`config.mk`:
```
export PLATFORM = sky130hd
export DESIGN_NAME = fp_window_minmax
export DESIGN_NICKNAME = d
export VERILOG_FILES = /design/src/rtl/fp_window_minmax.sv
export SDC_FILE = /design/constraint.sdc
export NUM_CORES = 1
export LEC_CHECK = 0
export CAP_MARGIN = 15
export CORE_MARGIN = 2
export CORE_UTILIZATION = 50
export CTS_CLUSTER_DIAMETER = 200
export CTS_CLUSTER_SIZE = 12
export DETAILED_ROUTE_END_ITERATION = 10
export PLACE_DENSITY = 0.75
export SYNTH_ARGS = -nofsm -noshare
export SYNTH_HDL_FRONTEND = slang
export SYNTH_SLANG_ARGS = --single-unit
```
`constraint.sdc`:
```
create_clock -name clk -period 3.26 [get_ports clk]
set_input_delay 0.326 -clock clk [delete_from_list [all_inputs] [get_ports clk]]
set_output_delay 0.326 -clock clk [all_outputs]
set_load 0.02 [all_outputs]
```
`src/rtl/fp_window_minmax.sv`:
```
// Streaming float comparator with a 2-cycle compare pipeline and a tumbling-window
// min/max tracker. NaN samples are counted but never folded into the extremes.
module fp_window_minmax #(
   parameter  int EXP_W  = 8,
   parameter  int MANT_W = 23,
   parameter  int WINDOW = 256,
   localparam int W      = 1 + EXP_W + MANT_W,
   localparam int CNT_W  = $clog2(WINDOW)
) (
   input  logic         clk,
   input  logic         reset_n,
   input  logic         in_valid,
   input  logic [W-1:0] data_in,
   input  logic [W-1:0] thresh,
   input  logic         win_clear,
   output logic         cmp_valid,
   output logic         leq,
   output logic         geq,
   output logic         unord,
   output logic         win_valid,
   output logic [W-1:0] win_min,
   output logic [W-1:0] win_max,
   output logic         win_empty
);

   localparam logic [CNT_W-1:0] LAST_IDX = CNT_W'(WINDOW - 1);

   // Unsigned order of the key equals float order for all non-NaN encodings.
   function automatic logic [W-1:0] f_key(input logic [W-1:0] x);
      return x[W-1] ? ~x : (x ^ {1'b1, {(W-1){1'b0}}});
   endfunction

   function automatic logic f_is_nan(input logic [W-1:0] x);
      return (&x[W-2:MANT_W]) && (|x[MANT_W-1:0]);
   endfunction

   function automatic logic f_is_zero(input logic [W-1:0] x);
      return ~|x[W-2:0];
   endfunction

   logic         r_s1_valid;
   logic [W-1:0] r_s1_data;
   logic [W-1:0] r_s1_thresh;

   logic         r_cmp_valid, r_leq, r_geq, r_unord;

   logic [CNT_W-1:0] r_cnt;
   logic             r_have;
   logic [W-1:0]     r_cur_min, r_cur_max;
   logic             r_win_valid, r_win_empty;
   logic [W-1:0]     r_win_min, r_win_max;

   logic         w_a_nan, w_b_nan, w_a_zero, w_b_zero;
   logic [W-1:0] w_a_key, w_b_key;
   logic         w_unord, w_eq, w_lt;
   logic         w_lt_min, w_gt_max;
   logic [W-1:0] w_min_inc, w_max_inc;
   logic         w_have_inc, w_win_done;

   // NOTE: sequential state uses non-blocking assignments so every register
   // samples pre-edge values, independent of block ordering.
   always_ff @(posedge clk or negedge reset_n) begin
      if (!reset_n) begin
         r_s1_valid  <= 1'b0;
         r_s1_data   <= '0;
         r_s1_thresh <= '0;
      end else begin
         r_s1_valid  <= in_valid;
         r_s1_data   <= data_in;
         r_s1_thresh <= thresh;
      end
   end

   assign w_a_nan  = f_is_nan(r_s1_data);
   assign w_b_nan  = f_is_nan(r_s1_thresh);
   assign w_a_zero = f_is_zero(r_s1_data);
   assign w_b_zero = f_is_zero(r_s1_thresh);
   assign w_a_key  = f_key(r_s1_data);
   assign w_b_key  = f_key(r_s1_thresh);

   assign w_unord = w_a_nan | w_b_nan;
   assign w_eq    = (w_a_zero & w_b_zero) | (w_a_key == w_b_key);
   assign w_lt    = ~w_eq & (w_a_key < w_b_key);

   always_ff @(posedge clk or negedge reset_n) begin
      if (!reset_n) begin
         r_cmp_valid <= 1'b0;
         r_leq       <= 1'b0;
         r_geq       <= 1'b0;
         r_unord     <= 1'b0;
      end else begin
         r_cmp_valid <= r_s1_valid;
         if (r_s1_valid) begin
            r_leq   <= ~w_unord & (w_eq | w_lt);
            r_geq   <= ~w_unord & ~w_lt;
            r_unord <= w_unord;
         end
      end
   end

   // Zero-vs-zero is a tie, so the stored zero of either sign is kept.
   assign w_lt_min = ~(w_a_zero & f_is_zero(r_cur_min)) & (w_a_key < f_key(r_cur_min));
   assign w_gt_max = ~(w_a_zero & f_is_zero(r_cur_max)) & (w_a_key > f_key(r_cur_max));

   // NOTE: every always_comb output gets a default first, so no path can infer a latch.
   always_comb begin
      w_min_inc  = r_cur_min;
      w_max_inc  = r_cur_max;
      w_have_inc = r_have;
      if (!w_a_nan) begin
         w_have_inc = 1'b1;
         if (!r_have) begin
            w_min_inc = r_s1_data;
            w_max_inc = r_s1_data;
         end else begin
            if (w_lt_min) w_min_inc = r_s1_data;
            if (w_gt_max) w_max_inc = r_s1_data;
         end
      end
   end

   assign w_win_done = r_s1_valid & ~win_clear & (r_cnt == LAST_IDX);

   always_ff @(posedge clk or negedge reset_n) begin
      if (!reset_n) begin
         r_cnt       <= '0;
         r_have      <= 1'b0;
         r_cur_min   <= '0;
         r_cur_max   <= '0;
         r_win_valid <= 1'b0;
         r_win_min   <= '0;
         r_win_max   <= '0;
         r_win_empty <= 1'b0;
      end else begin
         r_win_valid <= w_win_done;
         if (win_clear) begin
            r_cnt  <= '0;
            r_have <= 1'b0;
         end else if (r_s1_valid) begin
            if (w_win_done) begin
               r_cnt       <= '0;
               r_have      <= 1'b0;
               r_cur_min   <= '0;
               r_cur_max   <= '0;
               r_win_min   <= w_min_inc;
               r_win_max   <= w_max_inc;
               r_win_empty <= ~w_have_inc;
            end else begin
               r_cnt     <= r_cnt + CNT_W'(1);
               r_have    <= w_have_inc;
               r_cur_min <= w_min_inc;
               r_cur_max <= w_max_inc;
            end
         end
      end
   end

   assign cmp_valid = r_cmp_valid;
   assign leq       = r_leq;
   assign geq       = r_geq;
   assign unord     = r_unord;
   assign win_valid = r_win_valid;
   assign win_min   = r_win_min;
   assign win_max   = r_win_max;
   assign win_empty = r_win_empty;

endmodule

```
==> reports/qor.txt, run 1 <==
Pin count of the biggest net entering global routing -> 99
R2r setup slk -> 0.05 ns
Largest area contributor in the netlist -> dfrtp_1
Fillers -> 1793
IO Pins -> 138
Via count -> 9828
Area of the core -> 22700 um2
IO Port Bufs -> 137
Initial antenna violation count -> 0
Startpoint types -> register
Final Power -> 7.85 mW
Period Utilization, post-route -> 98.4%
WL per Instance -> 21.4 um
Crit end category -> register
Worst Setup Slack, final -> 0.0519 ns
Warnings from Yosys -> 0
Cells after synthesis -> 1149
Area Overhead vs Synth -> 26.9%
Antenna Nets Post-Route -> 0
Critical path fanouts, max -> 32
WL final -> 34400 um
Fmax -> 0.312 GHz
DP Cell Count -> 1575
Final #Nets -> 1488
Via/cell ratio -> 6.11
Design area -> 14700 um2
Cell Area, Synth -> 11600 um2
Capturing point of the worst reg2reg path -> win_min[15]
EDFF count, synth -> 0
R2R cell count -> 13
Max cap viols -> 0
Syn_nets -> 1313
Most frequent cells after synthesis -> dfrtp_1, nand2_1, ha_1, nand4_1, xnor2_1
Min cycle time layout -> 3.21 ns
Worst hold stages -> 1
Vias in the first global route -> 9661
DRC -> 0
DP Wirelength -> 24000 um
Reg2reg start -> r_s1_data[31]
Syn avg cell area -> 10.1 um2
Placed Area -> 13800 um2
Top-count cell post-synth -> dfrtp_1
Final hold violations -> 0
End of the worst hold path -> r_s1_data[0]
First-pass GRT wire length -> 52900 um
Pleak -> 6.11 nW
Distinct cell type count after synthesis -> 48
Chip height -> 156 um
Final number of max-transition violations -> 0
Critical path class -> register to register
Clock sink count -> 208
Clk Latency, worst-skew pair -> 0.53 ns
CTS tree -> built
Clk_skew -> 0.0420 ns
Rel. slew slack -> 31.9%
Cell Rows -> 55
Clock buffer count from CTS -> 21
#FFs+latches synth -> 208
Reg clk slew, reported paths -> 0.07 ns
Share of layout cells above drive strength 1 -> 11.4%
Die area -> 24400 um2
Main synth FF type -> dfrtp_1
Status -> completed
Max IR drop VDD -> 0.000425 V
Die W -> 156 um
WP data required -> 3.63 ns
Setup Slack @ Placement -> -0.104 ns
H-tree depth -> 1
Share of the synthesized area in the top cell type -> 44.9%
DR pass1 iterations -> 5
Critical Path AT -> 3.58 ns
Hold path startpoint -> data_in[0]
Power Dens Cells -> 533 nW/um2
DRT iter0 DRCs -> 759
Post-route insts no fill -> 1609
GRT Residual Overflow -> 0
Hold Crit Class -> primary input to register
Root Buffer -> clkbuf_16
Sequential share of the synthesized area -> 44.9%
Ys async rst share -> 100%
Initial Utilization -> 51.1%
Least-Margin Pin Slew -> 1.02 ns
Clock buffer depth -> 3
RD Place Congestion -> 0.933
Inserted Diodes -> 0
GRT Total Usage -> 27.6%
Synth top area cells -> dfrtp_1, ha_1, xnor2_1
Final setup fails -> 0
## worst max-delay path, stage by stage (launching register included)
cell      delay (ns)
dfrtp_2         0.45
buf_12          0.16
buf_12          0.14
xor2_2          0.15
buf_4           0.16
ha_1            0.32
a211oi_1        0.23
o21ai_0         0.14
a31o_2          0.26
a221oi_2        0.21
o21a_2          0.26
and2_4          0.23
buf_12          0.20
o211ai_1        0.12
## flip-flops by register name, indices dropped and copies added (netlist names)
register,count
win_empty,1
win_max,32
r_s1_data,32
unord,1
r_have,1
geq,1
win_min,32
r_s1_valid,1
win_valid,1
r_cur_max,32
r_s1_thresh,32
cmp_valid,1
leq,1
r_cur_min,32
r_cnt,8
## per-layer routing
layer / global-route usage, % / wire length [um] / part of all wire [%] / vias up
met4: 11.8 / 1620 / 4.7 / 0
li1: - / - / - / 4530
met3: 5.18 / 2420 / 7.0 / 97
met5: 0 / 0 / 0 / -
met2: 42.7 / 15700 / 46 / 407
met1: 38.0 / 14700 / 43 / 4794
## timing repair
action | 4_1_cts | 5_1_grt
resized for setup | 2 | 36
cloned | 0 | 5
endpoints found under the hold margin | 82 | 0
setup endpoints to repair | 43 | 124
hold buffers | 1 | 0
pin swaps | 0 | 12
buffers inserted | 0 | 5
## power by group
group          total (mW)  internal [mW]  switching, mW
logic                2.57           1.24           1.33
registers            3.14           2.79          0.341
clock network        2.14           1.14          0.996
## worst max-delay path by stage
stage | from | endpoint | slack [ns] | cells past startpoint
floorplan | r_s1_data[31] | win_max[10] | 0.03 | 12
CTS | r_s1_data[31] | win_max[13] | 0.05 | 11
finish | r_s1_data[31] | win_min[15] | 0.05 | 13
global route | r_s1_data[31] | win_min[16] | -0.04 | 13
global placement | r_s1_data[31] | win_max[6] | 0.02 | 11
detailed placement | r_s1_data[31] | win_max[13] | -0.10 | 11
## kinds of logic (layout without fill, tap and decap cells)
logic type / after synthesis / after routing / share of synthesized area, %
and+or+nand+nor: 360 / 360 / 15.0
AOI/OAI and AO/OA: 233 / 233 / 14.0
DFF: 208 / 208 / 44.9
xor gates and xnor gates: 126 / 126 / 9.52
adders and majority gates: 96 / 96 / 10.4
buffers and inverters: 93 / 268 / 3.32
muxes: 33 / 33 / 2.85
## cell type report
class | count | area, um2 | share of cell area, %
Clock buffer | 21 | 526 | 3.57
Timing Repair Buffer | 235 | 2350 | 16.0
Tap cell | 285 | 357 | 2.42
Clock inverter | 2 | 17.5 | 0.119
Inverter | 10 | 37.5 | 0.255
Multi-Input combinational cell | 848 | 6210 | 42.2
Sequential cell | 208 | 5210 | 35.4
## placed cells by master, fill, tap and decap left out, types with 11 or more instances in the layout
cell and count:
o21ai_1 34, dfrtp_1 207, nor2_1 19, buf_12 11
a21oi_1 22, o21ai_0 18, nand4_1 91, nor4_1 29
xnor2_1 91, clkbuf_16 25, o211ai_1 68, a21o_1 20
mux2i_1 31, xor2_1 28, ha_1 94, clkdlybuf4s50_1 136
nand2_1 180, a22o_1 32, buf_4 74
## per-stage QoR
| step | utilization, % | hold WS [ns] | TNS (ns) |
|---|---|---|---|
| 2_1_floorplan | - | 0.0304 | 0 |
| 4_1_cts | 63.2 | 0.231 | 0 |
| 3_5_place_dp | 60.8 | 0.424 | -1.06 |
| 6_report | 64.8 | 0.235 | 0 |
| 5_1_grt | 64.8 | 0.227 | -0.591 |
| 3_3_place_gp | 60.8 | 0.425 | 0 |
(Power assumes the default switching activity.)
==> run 2: changes to the inputs <==
- TNS_END_PERCENT: default -> 5
==> reports/qor.txt, run 2 (synthesis results as in run 1) <==
DP Wirelength -> 24000 um (unchanged)
GRT Total Usage -> 27.6% (unchanged)
Antenna Nets Post-Route -> 0 (unchanged)
CTS tree -> built
DR pass1 iterations -> 5 (unchanged)
CP bufs+invs -> 3 (-1)
Hold path startpoint -> data_in[0]
Placed Area -> 13800 um2 (unchanged)
Most frequent CP cell -> a21o_1
Max IR drop VDD -> 0.000425 V (about the same)
Crit end category -> register
Fmax -> 0.314 GHz (+0.71%)
Minimum hold slack -> 0.237 ns (+0.00205 ns)
Clock buffer depth -> 3 (unchanged)
Initial Utilization -> 51.1% (unchanged)
DRT iter0 DRCs -> 757 (-0.26%)
Rel. slew slack -> 31.8% (-0.073 points)
Cell Rows -> 55 (unchanged)
Crit path max-delay family -> compound AO/OA/AOI/OAI gates
WL per Instance -> 21.4 um (+0.14%)
Critical path fanouts, max -> 18 (-44%)
Vias in the first global route -> 9661 (unchanged)
Initial antenna violation count -> 0 (unchanged)
Startpoint types -> register
Setup Slack @ Placement -> -0.104 ns (unchanged)
Hold Crit Class -> primary input to register
Inserted Diodes -> 0 (unchanged)
Final setup fails -> 0 (unchanged)
Pin count of the biggest net entering global routing -> 99 (unchanged)
Reg clk slew, reported paths -> 0.07 ns (about the same)
Design area -> 14700 um2 (unchanged)
Worst Setup Slack, final -> 0.0746 ns (+0.0227 ns)
DRC -> 0 (unchanged)
Commonest non-fill, non-tap cell in the layout -> dfrtp_1
Final Power -> 7.85 mW (about the same)
Die W -> 156 um (unchanged)
RD Place Congestion -> 0.933 (unchanged)
Clk_skew -> 0.0391 ns (-0.00289 ns)
Via/cell ratio -> 6.12 (+0.20%)
Final number of max-transition violations -> 0 (unchanged)
Fillers -> 1793 (unchanged)
Final #Nets -> 1488 (unchanged)
First-pass GRT wire length -> 52900 um (unchanged)
Pleak -> 6.11 nW (unchanged)
Final hold violations -> 0 (unchanged)
Commonest cells after routing, fill and taps aside -> dfrtp_1, nand2_1, clkdlybuf4s50_1
Status -> completed
Clock sink count -> 208 (unchanged)
Die area -> 24400 um2 (unchanged)
Cell Chain, Critical Path -> buf_12, xor2_2, ha_1, a21o_1, a21o_1, a221oi_2, o221ai_2, o31ai_4, buf_6, clkbuf_16, mux2i_1, o21ai_1
Reg2reg start -> r_s1_data[31]
Min cycle time layout -> 3.19 ns (-0.0227 ns)
Chip height -> 156 um (unchanged)
GRT Residual Overflow -> 0 (unchanged)
CP peak stage delay -> 0.46 ns (about the same)
Area Overhead vs Synth -> 26.9% (unchanged)
WP data required -> 3.60 ns (-0.03 ns)
Power Dens Cells -> 534 nW/um2 (about the same)
H-tree depth -> 1 (unchanged)
Critical Path AT -> 3.52 ns (-0.06 ns)
Via count -> 9848 (+0.20%)
Clock buffer count from CTS -> 21 (unchanged)
Area of the core -> 22700 um2 (unchanged)
Period Utilization, post-route -> 97.7% (-0.70 points)
Root Buffer -> clkbuf_16
CP max stage cell -> o31ai_4
WL final -> 34500 um (+0.14%)
IO Pins -> 138 (unchanged)
Share of layout cells above drive strength 1 -> 11.4% (unchanged)
IO Port Bufs -> 137 (unchanged)
Clk Latency, worst-skew pair -> 0.53 ns (about the same)
Max cap viols -> 0 (unchanged)
Fin util -> 64.8% (unchanged)
Crit path launch -> r_s1_data[31]
Least-Margin Pin Slew -> 1.02 ns (+0.00109 ns)
Critical path class -> register to register
-- run 2: worst reg2reg max path, delay by kind of cell (launching register included) --
family                     cells  cell delay (ns)
AOI/OAI and AO/OA              6             1.33
buffers and inverters          3             0.53
DFF                            1             0.45
adders and majority gates      1             0.33
muxes                          1             0.19
xor gates and xnor gates       1             0.18
-- run 2: path summary, 6_finish.rpt --
check,to,slack (ns),cells past startpoint
worst max register to register,win_max[20],0.07,12
max in group asynchronous,win_max[8],1.97,3
worst min-delay path,r_s1_data[0],0.24,1
worst max-delay path,win_max[20],0.07,12
min in group asynchronous,win_min[5],0.43,2
worst min register to register,win_max[6],0.48,2
-- run 2: final cells by class --
| type | count | area (um2) | area share (%) |
|---|---|---|---|
| inverter | 10 | 37.5 | 0.255 |
| timing repair buffer | 235 | 2350 | 16.0 |
| tap | 285 | 357 | 2.42 |
| multi-input combinational | 848 | 6210 | 42.2 |
| clock buffer | 21 | 526 | 3.57 |
| sequential | 208 | 5210 | 35.4 |
| clock inverter | 2 | 17.5 | 0.119 |
-- run 2: power breakdown --
part	internal [mW]	switching, mW	leakage [nW]
Combinational	1.24	1.33	3.19
Sequential	2.79	0.343	2.65
Clock	1.14	0.995	0.268
Total	5.18	2.67	6.11
-- run 2: metal layers --
layer	share of wire (%)	GRT usage (%)	wire (um)	up-vias
met5	0	0	0	-
met4	4.5	11.8	1540	0
met3	7.4	5.18	2550	89
met2	46	42.7	15900	421
met1	42	38.0	14500	4805
li1	-	-	-	4533
-- run 2: through the flow --
step | std cells | setup TNS, ns
floorplan | 1149 | 0
global placement | 1575 | 0
finish | 1609 | 0
global route | 1609 | -0.0387
CTS | 1599 | 0
detailed placement | 1575 | -1.06
-- run 2: repair_timing --
item | CTS | global route
cloned | 0 | 5
setup endpoints to repair | 43 | 124
resized for setup | 2 | 37
buffers inserted | 0 | 5
hold buffers | 1 | 0
pin swaps | 0 | 12
endpoints found under the hold margin | 82 | 0
==> run 3: changes to the inputs <==
- PLACE_DENSITY: 0.75 -> default
- PLACE_DENSITY_LB_ADDON: default -> 0.08
- SKIP_CTS_REPAIR_TIMING: default -> 1
==> reports/qor.txt, run 3 (synthesis results as in run 1) <==
Status -> completed
Footprint of the multi-input gates -> 6110 um2 (-1.6%)
WL per Instance -> 20.9 um (-2.4%)
Initial Utilization -> 51.1% (unchanged)
Design area -> 14500 um2 (-1.1%)
R2R cell count -> 14 (+2)
Final setup fails -> 0 (unchanged)
Initial antenna violation count -> 0 (unchanged)
Clk pwr share -> 27.5% (+0.3 points)
Die area -> 24400 um2 (unchanged)
Post-route insts no fill -> 1598 (-0.68%)
DR pass1 iterations -> 5 (unchanged)
First-pass GRT wire length -> 53000 um (+0.14%)
Reg2reg start -> r_s1_data[31]
Least-Margin Pin Slew -> 0.794 ns (-0.229 ns)
Clk_skew -> 0.0249 ns (-0.0142 ns)
Startpoint types -> register
Pleak -> 6.05 nW (-0.94%)
Rel. slew slack -> 46.4% (+15 points)
Setup Total Neg Slack -> 0 ns (unchanged)
End of the worst hold path -> r_s1_data[18]
Crit end category -> register
DP Cell Count -> 1573 (-0.13%)
Hold path startpoint -> data_in[18]
IO Pins -> 138 (unchanged)
Reg clk slew, reported paths -> 0.07 ns (about the same)
Fillers -> 1884 (+5.1%)
Max IR drop VDD -> 0.000426 V (about the same)
Net Sw Frac -> 33.4% (-0.62 points)
Antenna Nets Post-Route -> 0 (unchanged)
Hold Crit Class -> primary input to register
Cell Rows -> 55 (unchanged)
Internal Power -> 5.13 mW (-1.0%)
Pin count of the biggest net entering global routing -> 93 (-6.1%)
Area of the core -> 22700 um2 (unchanged)
Commonest cells after routing, fill and taps aside -> dfrtp_1, nand2_1, clkdlybuf4s50_1
Min cycle time layout -> 3.18 ns (-0.000684 ns)
Max cap viols -> 0 (unchanged)
Clock buffer depth -> 3 (unchanged)
Die W -> 156 um (unchanged)
H-tree depth -> 1 (unchanged)
Root Buffer -> clkbuf_16
Final #Nets -> 1478 (-0.67%)
CTS tree -> built
Critical path class -> register to register
Commonest non-fill, non-tap cell in the layout -> dfrtp_1
Period Utilization, post-route -> 97.7% (about the same)
R2r setup slk -> 0.08 ns (about the same)
Critical Path AT -> 3.56 ns (+0.04 ns)
Clk Latency, worst-skew pair -> 0.51 ns (-0.02 ns)
DRT iter0 DRCs -> 871 (+15%)
Via count -> 9658 (-1.9%)
GRT Total Usage -> 27.7% (+0.12 points)
Clock buffer count from CTS -> 21 (unchanged)
Minimum hold slack -> 0.249 ns (+0.0122 ns)
Final number of max-transition violations -> 0 (unchanged)
Seq pwr share -> 40.7% (+0.7 points)
RD Place Congestion -> 0.858 (-8.0%)
NetSw -> 2.57 mW (-3.7%)
Critical path fanouts, max -> 18 (unchanged)
Chip height -> 156 um (unchanged)
Placed Area -> 13900 um2 (+0.44%)
Clock sink count -> 208 (unchanged)
Capturing point of the worst reg2reg path -> r_cur_max[21]
Vias in the first global route -> 9551 (-1.1%)
Final hold violations -> 0 (unchanged)
Fmax -> 0.314 GHz (about the same)
WL final -> 33400 um (-3.1%)
Area Overhead vs Synth -> 25.4%
Combinational share of power -> 31.8% (-1.0 points)
WP data required -> 3.64 ns (+0.04 ns)
Power Dens Cells -> 529 nW/um2 (-0.84%)
Via/cell ratio -> 6.04 (-1.3%)
Inserted Diodes -> 0 (unchanged)
Register area -> 5210 um2 (about the same)
IO Port Bufs -> 137 (unchanged)
GRT Residual Overflow -> 0 (unchanged)
Share of layout cells above drive strength 1 -> 10.1% (-1.4 points)
Fin util -> 64.0% (-0.73 points)
Worst hold stages -> 1 (unchanged)
DRC -> 0 (unchanged)
DP Wirelength -> 23700 um (-1.0%)
run 3: cell count changes in the layout (fill, tap and decap cells not counted), sizes merged:
cell,before,now
buf,93,86
clkbuf,26,23
clkinv,1,0
run 3: how the worst max path moves through the flow:
stage               endpoint  slack [ns]     startpoint
6_report       r_cur_max[21]        0.08  r_s1_data[31]
3_5_place_dp     win_max[31]       -0.06  r_s1_data[31]
3_3_place_gp     win_max[31]        0.06  r_s1_data[31]
4_1_cts          win_max[31]       -0.07  r_s1_data[31]
2_1_floorplan    win_max[10]        0.03  r_s1_data[31]
5_1_grt           win_max[9]       -0.08  r_s1_data[31]
run 3: per-stage QoR:
| step | power, mW | worst slack, ns |
|---|---|---|
| CTS | 7.64 | -0.0655 |
| global placement | 5.42 | 0.0636 |
| finish | 7.70 | 0.0753 |
| detailed placement | 5.50 | -0.0590 |
| floorplan | 4.66 | 0.0346 |
| global route | 8.17 | -0.0786 |
run 3: worst max-delay path, stage by stage, from the launching register on:
cell,delay (ns)
dfrtp_1,0.39
buf_12,0.17
buf_4,0.14
xor2_1,0.17
ha_1,0.31
nand4_1,0.14
nor4_2,0.25
buf_4,0.17
and3_4,0.19
o31a_1,0.22
o31ai_4,0.09
buf_4,0.18
a21o_4,0.23
buf_12,0.16
a22o_1,0.24
run 3: routing by layer:
metal  track usage [%]  wire [um]
met3              3.10       1610
met5                 0          0
met4              9.39       1170
met2              46.4      16200
met1              37.5      14400
run 3: power groups by stage:
stage | Combinational, mW | Sequential (mW) | Clock [mW]
2_1_floorplan | 1.60 | 3.06 | 0
3_3_place_gp | 2.26 | 3.16 | 0
3_5_place_dp | 2.33 | 3.17 | 0
4_1_cts | 2.35 | 3.12 | 2.16
5_1_grt | 2.73 | 3.16 | 2.27
6_report | 2.45 | 3.13 | 2.11
run 3: area by class of cell:
cell class,count,share of cell area [%]
multi-input cells,848,42.0
flip-flops and latches,208,35.8
repair buffers,225,15.8
clock buffers,21,3.61
well taps,285,2.45
inverters,10,0.258
clock inverters,1,0.0602
